`src/rtl/reg_rd.sv`:
```
// Read-back responder for the coefficient register bank: one outstanding read,
// full-width address decode, snapshotted response with valid/accept handshake.
module reg_rd #(
   parameter int unsigned    DW     = 8,
   parameter int unsigned    AW     = 32,
   parameter int unsigned    NREG   = 4,
   parameter logic [AW-1:0]  BASE   = AW'(32'h1000_1234),
   parameter int unsigned    STRIDE = 1,
   parameter int unsigned    OREG   = 1
) (
   input  logic                 clk,
   input  logic                 rst_b,
   input  logic                 reg_rea,
   input  logic [AW-1:0]        reg_raddr,
   input  logic [NREG*DW-1:0]   reg_coeff_bus,
   output logic                 reg_rrdy,
   output logic                 reg_rvalid,
   output logic [DW-1:0]        reg_rdata,
   output logic                 reg_rerr,
   input  logic                 reg_racc,
   output logic [7:0]           reg_errcnt
);

   localparam int unsigned OW = AW + 1;
   localparam int unsigned CW = 2;

   typedef enum logic [1:0] {
      S_IDLE = 2'd0,
      S_SEL  = 2'd1,
      S_WAIT = 2'd2,
      S_RESP = 2'd3
   } state_t;

   state_t          r_state;
   logic [AW-1:0]   r_addr;
   logic [CW-1:0]   r_cnt;
   logic            r_rrdy;
   logic            r_rvalid;
   logic [DW-1:0]   r_rdata;
   logic            r_rerr;
   logic [7:0]      r_errcnt;

   logic [OW-1:0]   w_off;
   logic            w_hit;
   logic [DW-1:0]   w_data;

   // Decode: an address below BASE borrows into the top bit and matches no slot.
   always_comb begin
      w_off  = {1'b0, r_addr} - {1'b0, BASE};
      w_hit  = 1'b0;
      w_data = '0;
      for (int unsigned i = 0; i < NREG; i++) begin
         if (w_off == OW'(i * STRIDE)) begin
            w_hit  = 1'b1;
            w_data = reg_coeff_bus[i*DW +: DW];
         end
      end
   end

   always_ff @(posedge clk) begin
      if (!rst_b) begin
         r_state  <= S_IDLE;
         r_addr   <= '0;
         r_cnt    <= '0;
         r_rrdy   <= 1'b0;
         r_rvalid <= 1'b0;
         r_rdata  <= '0;
         r_rerr   <= 1'b0;
         r_errcnt <= '0;
      end else begin
         case (r_state)
            S_IDLE: begin
               if (r_rrdy && reg_rea) begin
                  r_addr  <= reg_raddr;
                  r_rrdy  <= 1'b0;
                  r_state <= S_SEL;
               end else begin
                  r_rrdy  <= 1'b1;
               end
            end
            S_SEL: begin
               r_rdata <= w_hit ? w_data : '0;
               r_rerr  <= ~w_hit;
               if (!w_hit && (r_errcnt != 8'hFF)) begin
                  r_errcnt <= r_errcnt + 8'd1;
               end
               if (OREG == 0) begin
                  r_rvalid <= 1'b1;
                  r_state  <= S_RESP;
               end else begin
                  r_cnt    <= CW'(OREG - 1);
                  r_state  <= S_WAIT;
               end
            end
            S_WAIT: begin
               if (r_cnt == '0) begin
                  r_rvalid <= 1'b1;
                  r_state  <= S_RESP;
               end else begin
                  r_cnt    <= r_cnt - CW'(1);
               end
            end
            S_RESP: begin
               // Response data is held until the host takes it.
               if (reg_racc) begin
                  r_rvalid <= 1'b0;
                  r_rrdy   <= 1'b1;
                  r_state  <= S_IDLE;
               end
            end
            default: begin
               r_state <= S_IDLE;
            end
         endcase
      end
   end

   assign reg_rrdy   = r_rrdy;
   assign reg_rvalid = r_rvalid;
   assign reg_rdata  = r_rdata;
   assign reg_rerr   = r_rerr;
   assign reg_errcnt = r_errcnt;

endmodule
```
`config.mk`:
```
export PLATFORM = sky130hd
export DESIGN_NAME = reg_rd
export DESIGN_NICKNAME = d
export VERILOG_FILES = /design/src/rtl/reg_rd.sv
export SDC_FILE = /design/constraint.sdc
export NUM_CORES = 1
export LEC_CHECK = 0
export BUFFER_PORTS_ARGS = -buffer_cell sky130_fd_sc_hd__buf_2
export CORE_MARGIN = 4
export CORE_UTILIZATION = 40
export CTS_CLUSTER_DIAMETER = 40
export CTS_CLUSTER_SIZE = 12
export DETAILED_ROUTE_END_ITERATION = 10
export PLACE_DENSITY = 0.62
export SYNTH_ARGS = -nofsm -noshare
export SYNTH_HDL_FRONTEND = slang
export SYNTH_SLANG_ARGS = --single-unit
```
`constraint.sdc`:
```
create_clock -name clk -period 5.8 [get_ports clk]
set_input_delay 0.29 -clock clk [delete_from_list [all_inputs] [get_ports clk]]
set_output_delay 0.29 -clock clk [all_outputs]
set_load 0.005 [all_outputs]
```
==> impl_metrics.py <==
metrics = {
    "job": {
        "maxCapViolations": 0,
    },
    "critical_path": {
        "cp_max_fo": 12,
        "worstPathArrival_ns": 2.54,
        "criticalPathCategory": "reg2reg",
        "crit_required_ns": 6.00,
        "crit_path_start_kind": "flop",
        "crit_path_end_kind": "flop",
    },
    "die": {
        "fp.dieW_um": 91.2,
        "start_util": 0.409,
        "boundaryPins": 87,
        "die_area_mm2": 0.00831,
        "die_h_um": 91.2,
        "design.core.area_mm2": 0.00676,
        "core.rowCount": 30,
    },
    "route": {
        "viasPerCell": 5.28,
        "drt-initial-drc-count": 102,
        "drt.antenna.violating_nets": 0,
        "drt_first_pass_iters": 4,
        "wl_per_cell_um": 13.7,
        "vias": 2453,
        "post-route-drc-count": 0,
        "drt-total-wl_mm": 6.37,
    },
    "layout": {
        "drive_above_1_share": 0.288,
        "final_common_cell": "buf_2",
        "syn_to_final_growth_pct": 20.4,
        "final_nets": 458,
        "fill_cells": 693,
        "num_antenna_cells": 0,
        "layout_common_cells": "buf_2, nand2_1, dfxtp_1",
    },
    "clocking": {
        "clk_pin_slew_ns": 0.10,
        "cts_resized": 0,
        "numCtsBuffers": 5,
        "cts_max_level": 2,
        "cts.sinks": 55,
        "clockRootBuffer": "clkbuf_8",
        "clk_path_buf_depth": 2,
        "tritoncts": "built",
        "cts_hold_buf": 0,
        "cts_setup_buffers": 0,
        "clock_latency_ns": 0.31,
    },
    "synthesis": {
        "synth-simple-area-share": 0.237,
        "ys_ff_latch": 55,
        "yosysUniqueCellTypes": 49,
        "syn_inst": 307,
        "synth_compound_area_frac": 0.206,
        "synth_top_family_by_area": "simple AND/OR/NAND/NOR gates",
        "synthArstFlopShare": 0,
        "yosysSeqAreaShare": 0.398,
        "yosys_most_used_dff": "dfxtp_1",
        "synth-xor-area-share": 0.00633,
        "post_synth_mux_area_share": 0.0868,
        "syn_area_mm2": 0.00277,
        "synth_nets": 381,
        "synth_edf_count": 0,
        "syn-mean-instance-area_um2": 9.01,
        "yosys_warnings": 0,
        "synthAdderAreaFrac": 0.0271,
    },
    "grt": {
        "gr-total-overflow": 0,
        "grt_usage": 0.158,
        "first_global_vias": 2376,
        "grt_max_degree": 55,
        "grt_pass1_wl_mm": 10.9,
        "antenna_found_initial": 0,
    },
    "pwr": {
        "ir_drop_mv": 0.143,
        "p_per_area_mw_per_mm2": 308,
        "leakagePower_nw": 1.33,
    },
    "status": {
        "status": "finished clean",
    },
    "sta": {
        "period_minus_slack_ns": 2.34,
        "max-slew-margin-rel": 0.282,
        "whs_ns": 0.225,
        "max_freq_mhz": 427,
        "worst_slack_ns": 3.46,
        "fin_skew_ns": 0.00726,
        "hold_viol": 0,
        "rsz0062_at_grt": "no",
        "setup_violations": 0,
        "fin_crit_sh": 0.403,
        "tightest_slew_ns": 1.08,
        "drv_slew": 0,
        "fin_setup_tns_ns": 0,
    },
    "placed_design": {
        "gp_congestion": 0.798,
        "dpl_worst_slack_ns": 3.46,
        "io_buffers": 86,
        "dp_hpwl_mm": 4.69,
    },
    "worst_hold_path": {
        "hp-class": "in2reg",
    },
}
worst paths after layout:
check	from	end	slack (ns)	depth (start not counted)
max	r_addr[10]	reg_errcnt[5]	3.46	6
min	reg_raddr[20]	r_addr[20]	0.22	3
max reg2reg	r_addr[10]	reg_errcnt[5]	3.46	6
min reg2reg	reg_rdata[1]	reg_rdata[1]	0.48	1
synth_stat cells, drive strengths merged, types with 3 or more instances:
master	instances	share of area
a21boi	35	0.095
a22o	8	0.025
or3	3	0.0068
nand3	6	0.011
o31a	3	0.0095
nand2	75	0.10
nand4	3	0.0068
inv	9	0.012
mux2i	6	0.022
nor3	6	0.011
ha	6	0.027
nor2	11	0.015
o21ai	5	0.010
nor4	6	0.024
and3	4	0.0090
buf	5	0.0099
clkbuf	12	0.016
nor2b	4	0.0090
dfxtp	55	0.40
o211ai	3	0.0081
nand2b	5	0.011
mux4	8	0.065
o31ai	4	0.011
worst max-delay path, stage by stage (launching register included):
cell and delay [ns]:
dfxtp_1 0.36, o31ai_1 0.43, a31oi_4 0.11, o31a_1 0.36
a2111oi_4 0.68, nor4_1 0.14, mux2i_1 0.15
area by class of cell:
class	instances	area, um^2	area share
Timing Repair Buffer	87	438	0.131
Tap cell	80	100	0.0300
Multi-Input combinational cell	226	1560	0.468
Inverter	9	33.8	0.0101
Sequential cell	55	1100	0.330
Clock buffer	8	100	0.0300
cells by family (layout without fill, tap and decap cells):
family	Yosys count	after routing
buffers and inverters	26	104
DFF	55	55
xor gates and xnor gates	2	2
muxes	14	14
and+or+nand+nor	134	134
AOI/OAI and AO/OA	70	70
adders and majority gates	6	6
through the flow:
step	total power, W	instance area (um^2)	instances	util
finish	0.00103	3330	465	0.493
global route	0.00111	3330	465	0.493
CTS	0.00104	3330	465	0.493
detailed placement	0.000814	3230	457	0.478
global placement	0.000804	3230	457	0.478
floorplan	0.000718	2770	307	-
where the power goes:
group	total, W	internal, W	switching, W
Sequential	0.000481	0.000427	0.0000541
Clock	0.000230	0.000109	0.000121
Combinational	0.000316	0.000141	0.000175
state kept, by name (all words and copies together) (netlist names):
name        count
r_addr         32
r_cnt           2
r_state         2
reg_errcnt      8
reg_rdata       8
reg_rerr        1
reg_rrdy        1
reg_rvalid      1
per-layer routing:
metal,share of wire,track usage
met1,0.46,0.202
met2,0.45,0.251
met3,0.079,0.0497
met4,0.013,0.0528
met5,0,0
No activity file was read; power rests on OpenSTA's default activity.
